File: src/rtl/pipe_stall_ctrl.sv
`default_nettype none
// ============================================================================
// Module  : pipe_stall_ctrl
// Brief   : Pipeline stall controller and multi-cycle EX sequencer.
//           Optional stall statistics counter under PIPE_STALL_STAT_EN.
// Revision: 1.0 - initial release
// ============================================================================
module pipe_stall_ctrl #(
   parameter int STALL_W = 6,
   parameter int CNT_W   = 4
`ifdef PIPE_STALL_STAT_EN
   ,
   parameter int STAT_W  = 32
`endif
) (
   input  logic               clk,
   input  logic               rst,
   input  logic               stallreq_id,
   input  logic               ex_mc_req,
   input  logic [CNT_W-1:0]   ex_mc_len,
   output logic               ex_mc_busy_o,
   output logic [CNT_W-1:0]   ex_mc_cnt_o,
   output logic               ex_mc_last_o,
   output logic [STALL_W-1:0] stall
`ifdef PIPE_STALL_STAT_EN
   ,
   output logic [STAT_W-1:0]  stall_cycles_o
`endif
);

   localparam logic [0:0]         c_IDLE     = 1'b0;
   localparam logic [0:0]         c_RUN      = 1'b1;
   localparam logic [STALL_W-1:0] c_STALL_EX = STALL_W'(6'b001111);
   localparam logic [STALL_W-1:0] c_STALL_ID = STALL_W'(6'b000111);
   localparam logic [CNT_W-1:0]   c_ONE      = CNT_W'(1);
   localparam logic [CNT_W-1:0]   c_TWO      = CNT_W'(2);

   logic [0:0]       r_state;
   logic [CNT_W-1:0] r_cnt;
   logic [CNT_W-1:0] r_len;

   logic             w_live;
   logic             w_run;
   logic [CNT_W-1:0] w_len_m1;
   logic             w_start;
   logic             w_at_last;
   logic             w_ex_stall;

   // Outputs are forced quiet while reset is held, even those fed by inputs.
   always_comb begin
      w_live     = ~rst;
      w_run      = (r_state == c_RUN);
      w_len_m1   = r_len - c_ONE;
      w_start    = ~w_run & ex_mc_req & (ex_mc_len >= c_TWO);
      w_at_last  = w_run & (r_cnt == w_len_m1);
      w_ex_stall = w_live & (w_start | (w_run & ex_mc_req & (r_cnt < w_len_m1)));
   end

   always_comb begin
      ex_mc_busy_o = w_live & w_run;
      ex_mc_cnt_o  = (w_live & w_run) ? r_cnt : '0;
      if (!w_live)
         ex_mc_last_o = 1'b0;
      else if (w_run)
         ex_mc_last_o = ex_mc_req & w_at_last;
      else
         ex_mc_last_o = ex_mc_req & (ex_mc_len < c_TWO);

      if (w_ex_stall)
         stall = c_STALL_EX;
      else if (w_live & stallreq_id)
         stall = c_STALL_ID;
      else
         stall = '0;
   end

   // A dropped request in RUN is an abort: return to IDLE without retiring.
   always_ff @(posedge clk or posedge rst) begin
      if (rst) begin
         r_state <= c_IDLE;
         r_cnt   <= '0;
         r_len   <= '0;
      end else begin
         case (r_state)
            c_IDLE: begin
               if (w_start) begin
                  r_state <= c_RUN;
                  r_cnt   <= c_ONE;
                  r_len   <= ex_mc_len;
               end
            end
            c_RUN: begin
               if (!ex_mc_req || w_at_last) begin
                  r_state <= c_IDLE;
                  r_cnt   <= '0;
               end else begin
                  r_cnt   <= r_cnt + c_ONE;
               end
            end
            default: begin
               r_state <= c_IDLE;
               r_cnt   <= '0;
            end
         endcase
      end
   end

`ifdef PIPE_STALL_STAT_EN
   logic [STAT_W-1:0] r_stall_cycles;

   always_ff @(posedge clk or posedge rst) begin
      if (rst)
         r_stall_cycles <= '0;
      else if (stall[0] && (r_stall_cycles != '1))
         r_stall_cycles <= r_stall_cycles + STAT_W'(1);
   end

   assign stall_cycles_o = r_stall_cycles;
`endif

endmodule
`default_nettype wire

File: config.mk
export PLATFORM = sky130hd
export DESIGN_NAME = pipe_stall_ctrl
export DESIGN_NICKNAME = d
export VERILOG_FILES = /design/src/rtl/pipe_stall_ctrl.sv
export SDC_FILE = /design/constraint.sdc
export NUM_CORES = 1
export LEC_CHECK = 0
export BUFFER_PORTS_ARGS = -buffer_cell sky130_fd_sc_hd__buf_2
export CORE_AREA = 2 2 39 41
export CTS_BUF_LIST = sky130_fd_sc_hd__clkbuf_4
export CTS_CLUSTER_DIAMETER = 40
export CTS_CLUSTER_SIZE = 20
export DETAILED_ROUTE_END_ITERATION = 12
export DIE_AREA = 0 0 41 43
export PLACE_DENSITY = 0.77
export SYNTH_ARGS = -nofsm -noshare
export SYNTH_HDL_FRONTEND = slang
export SYNTH_SLANG_ARGS = --single-unit
File: constraint.sdc
create_clock -name clk -period 6.3 [get_ports clk]
set_clock_uncertainty 0.2 [all_clocks]
set_input_delay 0.63 -clock clk [delete_from_list [all_inputs] [get_ports clk]]
set_output_delay 0.63 -clock clk [all_outputs]
set_load 0.05 [all_outputs]
### Yosys cells after proc, flatten, opt, wreduce, memory -nomap -nowiden

Index checks and enable logic that the tools add are counted.

| storage, ports and cells | value |
|---|---|
| register bits after elaboration | 9 |
| output and inout port bits | 12 |
| word-level logic and storage cells | 37 |

| cells by class | value |
|---|---|
| $add $sub $neg | 2 |
| magnitude comparators | 3 |
| equality and inequality tests | 2 |
| multiplexer cells | 11 |
| bitwise logic cells | 13 |
| reduce and logical (&&, ||, !) cells | 3 |

Operators with widths:

| kind | count |
|---|---|
| $mux W4 | 4 |
| $and A1 B1 Y1 | 10 |
| $pmux W4 S2 | 1 |
| $add A4 B1 Y4 const B | 1 |
| $eq A4 B4 Y1 | 1 |
| $ge A4 B2 Y1 const B | 1 |
| $lt A4 B2 Y1 const B | 1 |
| $lt A4 B4 Y1 | 1 |
| $mux W1 | 4 |
| $sub A4 B1 Y4 const B | 1 |
| $mux W3 | 1 |
| $ne A2 B2 Y1 const B | 1 |
| $not A1 Y1 | 2 |
| $pmux W1 S2 | 1 |
| $reduce_and A2 Y1 | 1 |
| $logic_not A1 Y1 | 1 |
| $logic_or A1 B1 Y1 | 1 |
| $or A1 B1 Y1 | 1 |

### Longest topological paths before layout

Gate-level depths: netlist (run 1).

| depth | value |
|---|---|
| depth in word-level cells | 6 |
| gate-level depth with buffers | 8 |
| mapped depth without buffers | 8 |

### Least setup slack after synthesis (run 1)

OpenSTA, ideal clock, no wires.

| path | value |
|---|---|
| path kind | register to output |
| start | reg r_len[2] |
| end | out stall[1] |
| data arrival time | 2.545 ns |
| setup slack | 2.925 ns |
| stages on the path, launching flop included | 8 |
| path buffers | 1 |
| cell sequence | dfrtp_1 -> nor3_1 -> xnor2_1 -> ha_1 -> a211oi_1 -> a21oi_1 -> a21oi_1 -> buf_4 |

| between the ends | value |
|---|---|
| longest elaborated chain between the ends | 6 |

Ends and longest elaborated chain:

| element | line | source |
|---|---|---|
| from (decl) | 40 | `logic [CNT_W-1:0] r_len;` |
| from (signal assigned) | 89 | `r_len <= ex_mc_len;` |
| $sub A4 B1 Y4 | 53 | `w_len_m1 = r_len - c_ONE;` |
| $lt A4 B4 Y1 | 56 | `w_ex_stall = w_live & (w_start \| (w_run & ex_mc_req & (r_cnt < w_len_m1)));` |
| $and A1 B1 Y1 | 56 |  |
| $or A1 B1 Y1 | 56 |  |
| $and A1 B1 Y1 | 56 |  |
| $mux W4 | 69 | `if (w_ex_stall)` |
| to (decl) | 24 | `output logic [STALL_W-1:0] stall` |

No other way between the ends.

### Worst setup path after layout (run 1)

| path | value |
|---|---|
| start | reg r_len[2] |
| end | out stall[0] |

The elaborated chain is that of the path after synthesis.

==> results of run 1 <==
==> power by group through the flow <==
| stage | Combinational (uW) | Clock [uW] | Sequential, uW |
|---|---|---|---|
| after CTS | 91.0 | 48.1 | 79.1 |
| final | 90.2 | 46.6 | 79.4 |
| after global placement | 88.1 | 0 | 80.0 |
| after detailed placement | 90.5 | 0 | 80.1 |
| after floorplan | 80.2 | 0 | 76.3 |
| after global routing | 100 | 53.9 | 80.5 |
==> sequential cells by signal, summed over array words and instances, names as in the netlist <==
register,flops
r_cnt,4
r_len,4
r_state,1
==> logic make-up (layout without fill, tap and decap cells) <==
| family | after synthesis | in the layout | synth area share |
|---|---|---|---|
| AO/OA/AOI/OAI | 13 | 13 | 0.127 |
| XOR/XNOR | 2 | 2 | 0.0269 |
| adder cells (fa/ha/maj) | 6 | 6 | 0.115 |
| buffers and inverters | 15 | 29 | 0.138 |
| flip-flops | 9 | 9 | 0.345 |
| multiplexers | 2 | 2 | 0.0403 |
| other | 1 | 2 | 0.00575 |
| AND/OR/NAND/NOR | 22 | 22 | 0.202 |
==> metal layers <==
layer | part of all wire | up-vias | global-route usage
met4 | 0.018 | 0 | 0.0800
met3 | 0.051 | 4 | 0.0785
met2 | 0.49 | 19 | 0.291
met1 | 0.44 | 247 | 0.179
met5 | 0 | - | 0
li1 | - | 268 | -
==> synthesized netlist by cell type <==
master / n
and3_2: 2
xnor2_1: 2
buf_4: 5
nor2_1: 4
mux2_4: 1
nor3b_2: 1
nor2b_1: 1
conb_1: 1
nor3b_1: 3
ha_1: 6
and3_1: 1
nand4_1: 1
buf_6: 2
a21oi_1: 3
nor3_2: 1
o32ai_1: 1
and2_1: 1
o22ai_1: 3
a21o_1: 2
nor3_1: 3
nand3_1: 1
dfrtp_1: 9
a211oi_1: 1
o211ai_1: 1
nand2_1: 3
o21ai_0: 2
inv_1: 8
mux2_2: 1
==> how the worst min path moves through the flow <==
stage | end | from | depth (start not counted)
2_1_floorplan | r_cnt[0]$_DFFE_PP0P_ | rst | 1
3_3_place_gp | r_len[3]$_DFFE_PP0P_ | r_len[3]$_DFFE_PP0P_ | 1
3_5_place_dp | r_len[3]$_DFFE_PP0P_ | r_len[3]$_DFFE_PP0P_ | 1
4_1_cts | r_len[2]$_DFFE_PP0P_ | rst | 2
5_1_grt | r_cnt[0]$_DFFE_PP0P_ | rst | 2
6_report | r_len[3]$_DFFE_PP0P_ | rst | 2
==> per-stage QoR <==
stage          std cells  worst slack [ns]   util
6_report             101              3.21  0.526
5_1_grt              101              3.01  0.526
4_1_cts              101              3.19  0.526
3_5_place_dp          97              3.46  0.506
3_3_place_gp          97              3.52  0.506
2_1_floorplan         71              2.93      -
==> area by class of cell <==
cell class / count / share of cell area
repair buffers: 17 / 0.117
multi-input cells: 47 / 0.467
well taps: 16 / 0.0275
clock inverters: 1 / 0.00687
inverters: 8 / 0.0412
clock buffers: 3 / 0.0309
flip-flops and latches: 9 / 0.309
==> results.md, run 1 <==
* DR pass1 iterations at 4
* Design internal power at 127 uW
* WP depth at 7
* Setup violators final at 0
* Worst reg2reg startpoint: r_len[2]$_DFFE_PP0P_
* Worst R2R End: r_cnt[3]$_DFFE_PP0P_
* Slowest CP cell: dfrtp_1
* Worst-Margin Slew at 0.701 ns
* RSZ-0062 raised after global routing: false
* DRC at 0
* Biggest area consumer among synthesized cells: dfrtp_1
* Synthesized cell area at 652 um2
* H-tree depth at 1
* CTS buffer count at 3
* Buffers on Ports at 17
* Power share of the combinational group at 0.417
* Seq pwr share at 0.367
* Setup repair bufs after CTS at 0
* Post-cts resize count at 0
* Seq cells post-synth at 9
* DR WL/cell at 12.9 um
* Worst path buffer plus inverter count at 1
* Seq. cell area at 225 um2
* CTS root buf: clkbuf_4
* Max Cap Viol at 0
* Post-synthesis sequential area ratio at 0.345
* Worst-path clk slew at 0.07 ns
* Achievable Freq at 324 MHz
* CTS sink count at 9
* WHS at 0.186 ns
* Fin. Hold Viols at 0
* Area Growth Syn to Fin at 11.7%
* R2r setup slk at 4.19 ns
* Clock power share at 0.215
* Die H at 43 um
* Ys Warns at 0
* Startpoint Class: flip-flop
* Kind of cell adding the most delay to the critical path: compound AO/OA/AOI/OAI gates
* Clock buffer depth at 2
* Max incr delay on CP at 0.40 ns
* Number of buffers added to fix hold violations after cts at 0
* Worst-path fanout max at 3
* Antenna cells at 0
* Fin Setup TNS at 0 ns
* Worst Setup Path Type: flip-flop to output port
* Sw frac at 0.415
* Die area at 0.00176 mm2
* PD cells at 297 mW/mm2
* Min Tclk post-route at 3.09 ns
* Largest net degree at the start of global routing at 12
* Final Wtd Congestion at 0.770
* Commonest non-fill, non-tap cells in the layout: buf_2, dfrtp_1, inv_1
* Worst hold path type: input pin to async pin
* Antenna violations before repair at 0
* Total power at 216 uW
* Yosys top cell area share at 0.345
* CP cell instances: nor3_1 -> xnor2_1 -> ha_1 -> a211oi_1 -> a21oi_1 -> a21oi_1 -> buf_2
* GRT overflow at 0
* Drt via density at 5.33
* Detail Route Antenna Nets at 0
* Post-route cell area at 728 um2
* CTS tree: built
* Reg2Reg Depth at 7
* Die X at 41 um
* Status: finished clean
* Mapped Avg Cell Area at 9.31 um2
* Vias in the first global route at 501
* Filler cells at 147
* Routed wire length at 1.30 mm
* Row count at 14
* Final period util at 0.490
* Global-route usage over all layers at 0.176
* Critical Path End: stall[0]
* Max_slew headroom at 0.531
* Multi-input gate area at 340 um2
* Dpl cell area at 701 um2
* Worst-Skew Late Latency at 0.27 ns
* WP data arrival at 2.26 ns
* Cell mode on critical path: a21oi_1
* First-pass GRT wire length at 1.99 mm
* Slew Viols, Final at 0
* Initial DRC count at 5
* I/O pin count at 20
* Nets at 100
* Commonest non-fill, non-tap cell in the layout: buf_2
* Synth area leaders: dfrtp_1, ha_1, buf_4
* Initial Utilization at 0.471
* Mapped Cells at 70
* Placed wire-length estimate at 1.03 mm
* Worst setup EP type: output port
* Synth cell types at 28
* Req. time, crit path at 5.47 ns
* Net switching power figure at 89.7 uW
* Peak supply drop at 0.182 mV
* Crit. Startpoint: r_len[2]$_DFFE_PP0P_
* Static Leak at 0.000400 uW
* Core Area at 0.00138 mm2
* Share of layout cells above drive strength 1 at 0.318
* Via count at 538
No activity file was read; power rests on OpenSTA's default activity.
==> run 2: changes to the inputs <==
Clock period 6.3 ns to 3.1 ns, I/O delays scaled along.
==> results.md, run 2 (synthesized netlist as in run 1, its figures left out) <==
* Status: finished clean (unchanged)
* Peak supply drop at 0.240 mV (was 0.182 mV)
* Buffers on Ports at 17 (unchanged)
* First-pass GRT wire length at 2.07 mm (was 1.99 mm)
* Initial Utilization at 0.471 (unchanged)
* Fin. Hold Viols at 0 (unchanged)
* DR WL/cell at 12.5 um (was 12.9 um)
* R2r setup slk at 0.98 ns (was 4.19 ns)
* CTS buffer count at 3 (unchanged)
* Worst hold path type: input pin to flip-flop (was input pin to async pin)
* Placed wire-length estimate at 1.02 mm (was 1.03 mm)
* I/O pin count at 20 (unchanged)
* CTS sink count at 9 (unchanged)
* Share of layout cells above drive strength 1 at 0.322 (was 0.318)
* DRC at 0 (unchanged)
* Fin Setup TNS at 0 ns (unchanged)
* Die H at 43 um (unchanged)
* Antenna violations before repair at 0 (unchanged)
* Worst Setup Path Type: flip-flop to output port (unchanged)
* Clock buffer depth at 2 (unchanged)
* Vias in the first global route at 493 (was 501)
* Setup violators final at 0 (unchanged)
* RSZ-0062 raised after global routing: false (unchanged)
* Commonest non-fill, non-tap cells in the layout: buf_2, dfrtp_1, inv_1 (unchanged)
* Drt via density at 5.17 (was 5.33)
* Global-route usage over all layers at 0.176 (about the same)
* Post-cts resize count at 0 (unchanged)
* Core Area at 0.00138 mm2 (unchanged)
* Commonest non-fill, non-tap cell in the layout: buf_2 (unchanged)
* Req. time, crit path at 2.59 ns (was 5.47 ns)
* Final period util at 0.903
* GRT overflow at 0 (unchanged)
* Antenna cells at 0 (unchanged)
* Via count at 532 (was 538)
* Setup repair bufs after CTS at 0 (unchanged)
* Worst setup EP type: output port (unchanged)
* Final core utilization at 0.541 (was 0.526)
* Worst-path clk slew at 0.06 ns (was 0.07 ns)
* Die area at 0.00176 mm2 (unchanged)
* Slew Viols, Final at 0 (unchanged)
* Min Tclk post-route at 2.80 ns
* Row count at 14 (unchanged)
* Die X at 41 um (unchanged)
* CTS tree: built (unchanged)
* Worst-path fanout max at 3 (unchanged)
* Largest regs: r_cnt x4, r_len x4, r_state x1 (unchanged)
* Largest net degree at the start of global routing at 12 (unchanged)
* Area Growth Syn to Fin at 14.8% (was 11.7%)
* Static Leak at 0.000410 uW (was 0.000400 uW)
* Routed wire length at 1.29 mm (was 1.30 mm)
* Nets at 102 (was 100)
* DR pass1 iterations at 4 (unchanged)
* Achievable Freq at 357 MHz
* WP data arrival at 2.29 ns (was 2.26 ns)
* Final Wtd Congestion at 0.715 (was 0.770)
* PD cells at 604 mW/mm2 (was 297 mW/mm2)
* Startpoint Class: flip-flop (unchanged)
* Detail Route Antenna Nets at 0 (unchanged)
* Worst-Skew Late Latency at 0.26 ns (was 0.27 ns)
* Max Cap Viol at 0 (unchanged)
* Initial DRC count at 9 (was 5)
* H-tree depth at 1 (unchanged)
* CTS root buf: clkbuf_4 (unchanged)
[run 2: cell count changes in the layout (fill, tap and decap cells not counted)]
cell | before | now
buf_4 | 0 | 1
dlygate4sd3_1 | 0 | 1
clkinv_2 | 1 | 0
clkbuf_4 | 3 | 4
[run 2: layer usage]
metal | vias to the layer above | global-route usage | part of all wire | routed length [um]
met1 | 242 | 0.215 | 0.45 | 581
met2 | 19 | 0.284 | 0.50 | 641
met5 | - | 0 | 0 | 0
met4 | 0 | 0.0800 | 0.011 | 14
li1 | 269 | - | - | -
met3 | 2 | 0.0314 | 0.040 | 51
[run 2: where the power goes]
group | internal, uW | switching [uW]
sequential | 139 | 23.4
combinational | 73.6 | 116
clock | 58.3 | 42.0
[run 2: path summary, 6_finish.rpt]
| path | startpoint | endpoint | cells after the start |
|---|---|---|---|
| max in group asynchronous | rst | r_cnt[3]$_DFFE_PP0P_ | 3 |
| worst max-delay path | r_len[2]$_DFFE_PP0P_ | stall[2] | 7 |
| worst max register to register | r_len[2]$_DFFE_PP0P_ | r_cnt[2]$_DFFE_PP0P_ | 7 |
| worst min register to register | r_len[3]$_DFFE_PP0P_ | r_len[3]$_DFFE_PP0P_ | 1 |
| worst min-delay path | ex_mc_len[0] | r_len[0]$_DFFE_PP0P_ | 3 |
| min in group asynchronous | rst | r_state$_DFF_PP0_ | 3 |
[run 2: layout make-up]
cell class	instances	area, um2
fill	125	636
multi-input combinational	47	340
sequential	9	225
timing repair buffer	19	103
clock buffer	4	30.0
inverter	8	30.0
tap	16	20.0
[run 2: per-stage QoR]
stage	hold WS, ns	std cells	area, um2	total power (uW)	setup WS, ns
2_1_floorplan	-0.0513	71	656	318	0.0454
3_3_place_gp	0.168	98	708	341	0.686
3_5_place_dp	0.168	98	708	350	0.596
4_1_cts	0.0860	103	748	453	0.306
5_1_grt	0.0990	103	748	489	0.175
6_report	0.0835	103	748	452	0.302
[run 2: critical path, cell delays in order (launching register included)]
cell and delay [ns]:
dfrtp_1 0.41, nor3_1 0.30, xnor2_1 0.17, ha_1 0.28, a211oi_1 0.24, a21oi_1 0.12, a21oi_1 0.21, buf_2 0.30
[run 2: timing repair]
action                                  CTS  global route
endpoints found under the setup margin    0             0
hold endpoints to repair                  9             0
hold buffers                              1             0
==> run 3: changes to the inputs <==
Settings changed: MAX_ROUTING_LAYER set to met4, RECOVER_POWER set to 100.
==> results.md, run 3 (synthesized netlist as in run 1, its figures left out) <==
* Buffers on Ports at 17 (unchanged)
* R2r setup slk at 0.98 ns (about the same)
* Drt via density at 5.05 (was 5.17)
* Seq. cell area at 225 um2 (unchanged)
* Worst-Skew Late Latency at 0.26 ns (about the same)
* CTS tree: built (unchanged)
* Detail Route Antenna Nets at 0 (unchanged)
* Worst Setup Path Type: flip-flop to output port (unchanged)
* Req. time, crit path at 2.59 ns (about the same)
* Final period util at 0.928 (was 0.903)
* Worst R2R End: r_cnt[2]$_DFFE_PP0P_ (unchanged)
* Static Leak at 0.000370 uW (was 0.000410 uW)
* WHS Endpoint: r_len[0]$_DFFE_PP0P_ (unchanged)
* Achievable Freq at 348 MHz (was 357 MHz)
* CTS sink count at 9 (unchanged)
* Slew Viols, Final at 0 (unchanged)
* Die H at 43 um (unchanged)
* Worst setup EP type: output port (unchanged)
* Initial Utilization at 0.471 (unchanged)
* Worst hold path type: input pin to flip-flop (unchanged)
* Row count at 14 (unchanged)
* Largest regs: r_cnt x4, r_len x4, r_state x1 (unchanged)
* Worst-path clk slew at 0.06 ns (about the same)
* Post-route cell area at 727 um2 (was 748 um2)
* Commonest non-fill, non-tap cell in the layout: dfrtp_1 (was buf_2)
* GRT overflow at 0 (unchanged)
* Worst hold start: ex_mc_len[0] (unchanged)
* Max Cap Viol at 0 (unchanged)
* Peak supply drop at 0.237 mV (was 0.240 mV)
* DR pass1 iterations at 4 (unchanged)
* PD cells at 614 mW/mm2 (was 604 mW/mm2)
* Met2 Use GR at 0.284 (unchanged)
* I/O pin count at 20 (unchanged)
* Worst-Margin Slew at 0.605 ns
* Worst path buffer plus inverter count at 1 (unchanged)
* Max incr delay on CP at 0.48 ns (was 0.41 ns)
* Die X at 41 um (unchanged)
* Worst-path fanout max at 3 (unchanged)
* Share of layout cells above drive strength 1 at 0.207 (was 0.322)
* Antenna violations before repair at 0 (unchanged)
* Multi-input gate area at 332 um2 (was 340 um2)
* Dpl cell area at 708 um2 (unchanged)
* Via count at 520 (was 532)
* Reg2Reg Depth at 7 (unchanged)
* Nets at 102 (unchanged)
* DR WL/cell at 12.4 um (was 12.5 um)
* Filler cells at 133 (was 125)
* Met1 Resource Use GR at 0.215 (unchanged)
* CP cell instances: nor3_1 -> xnor2_1 -> ha_1 -> a211oi_1 -> a21oi_1 -> nor2_1 -> clkbuf_1 (was nor3_1 -> xnor2_1 -> ha_1 -> a211oi_1 -> a21oi_1 -> a21oi_1 -> buf_2)
* H-tree depth at 1 (unchanged)
* Fin Setup TNS at 0 ns (unchanged)
* Startpoint Class: flip-flop (unchanged)
* Kind of cell adding the most delay to the critical path: buffers and inverters (was compound AO/OA/AOI/OAI gates)
* Vias in the first global route at 493 (unchanged)
* WHS at 0.0829 ns (was 0.0835 ns)
* Post-cts resize count at 0 (unchanged)
* Met3 usage at 0.0314 (unchanged)
* Commonest non-fill, non-tap cells in the layout: dfrtp_1, inv_1, clkbuf_1 (was buf_2, dfrtp_1, inv_1)
* Placed wire-length estimate at 1.02 mm (unchanged)
* Slowest CP cell: clkbuf_1 (was dfrtp_1)
* Max_slew headroom at 0.599
* Worst reg2reg startpoint: r_len[2]$_DFFE_PP0P_ (unchanged)
* Final Wtd Congestion at 0.724 (was 0.715)
* First-pass GRT wire length at 2.07 mm (unchanged)
* Largest net degree at the start of global routing at 12 (unchanged)
* Setup repair bufs after CTS at 0 (unchanged)
* Initial DRC count at 7 (was 9)
* CTS buffer count at 3 (unchanged)
* Core Area at 0.00138 mm2 (unchanged)
* DRC at 0 (unchanged)
* WP data arrival at 2.37 ns (was 2.29 ns)
* Global-route usage over all layers at 0.181 (was 0.176)
* Min Tclk post-route at 2.88 ns (was 2.80 ns)
* CTS root buf: clkbuf_4 (unchanged)
* RSZ-0062 raised after global routing: false (unchanged)
* Antenna cells at 0 (unchanged)
* Fin. Hold Viols at 0 (unchanged)
* Clock buffer depth at 2 (unchanged)
* Setup violators final at 0 (unchanged)
* Routed wire length at 1.28 mm (was 1.29 mm)
* Area Growth Syn to Fin at 11.5% (was 14.8%)
* Worst hold stages at 3 (unchanged)
* Number of buffers added to fix hold violations after cts at 1 (unchanged)
* Status: finished clean (unchanged)
* Die area at 0.00176 mm2 (unchanged)
* GRT busiest layer: met2 (unchanged)
-- run 3: final cells by class --
class	instances	area share
tap	16	0.0275
timing repair buffer	19	0.124
multi-input combinational	47	0.456
clock buffer	4	0.0413
inverter	8	0.0413
sequential	9	0.310
-- run 3: worst max-delay path by stage --
stage                         start       end  slack (ns)  depth (start not counted)
6_report       r_len[2]$_DFFE_PP0P_  stall[3]        0.22                          7
5_1_grt        r_len[2]$_DFFE_PP0P_  stall[0]        0.12                          7
4_1_cts        r_len[2]$_DFFE_PP0P_  stall[2]        0.31                          7
3_5_place_dp   r_len[2]$_DFFE_PP0P_  stall[2]        0.60                          7
3_3_place_gp   r_len[2]$_DFFE_PP0P_  stall[1]        0.69                          7
2_1_floorplan  r_len[2]$_DFFE_PP0P_  stall[1]        0.05                          7
-- run 3: stage by stage --
stage                     total power, uW  utilization  setup WS (ns)  instances
after floorplan                       318            -         0.0454         71
after global placement                341        0.512          0.686         98
after detailed placement              350        0.512          0.596         98
after CTS                             453        0.541          0.306        103
after global routing                  483        0.525          0.125        103
final                                 446        0.525          0.225        103
-- run 3: metal layers --
layer / up-vias / part of all wire
li1: 269 / -
met1: 230 / 0.44
met2: 19 / 0.50
met3: 2 / 0.050
met4: 0 / 0.011
met5: - / 0
-- run 3: worst register-to-register path, cell delays in order, from the launching register on --
cell and delay (ns):
dfrtp_1 0.41, nor3_1 0.30, xnor2_1 0.17, ha_1 0.28, nand4_1 0.13, nand3_1 0.21
nor3b_1 0.27, a21o_1 0.10
-- run 3: where the power goes --
group	total (uW)	internal [uW]	leakage [uW]	switching, uW
Combinational	184	67.9	0.000239	116
Sequential	162	139	0.000113	22.9
Clock	101	58.3	0.0000184	42.4
Total	446	265	0.000370	181
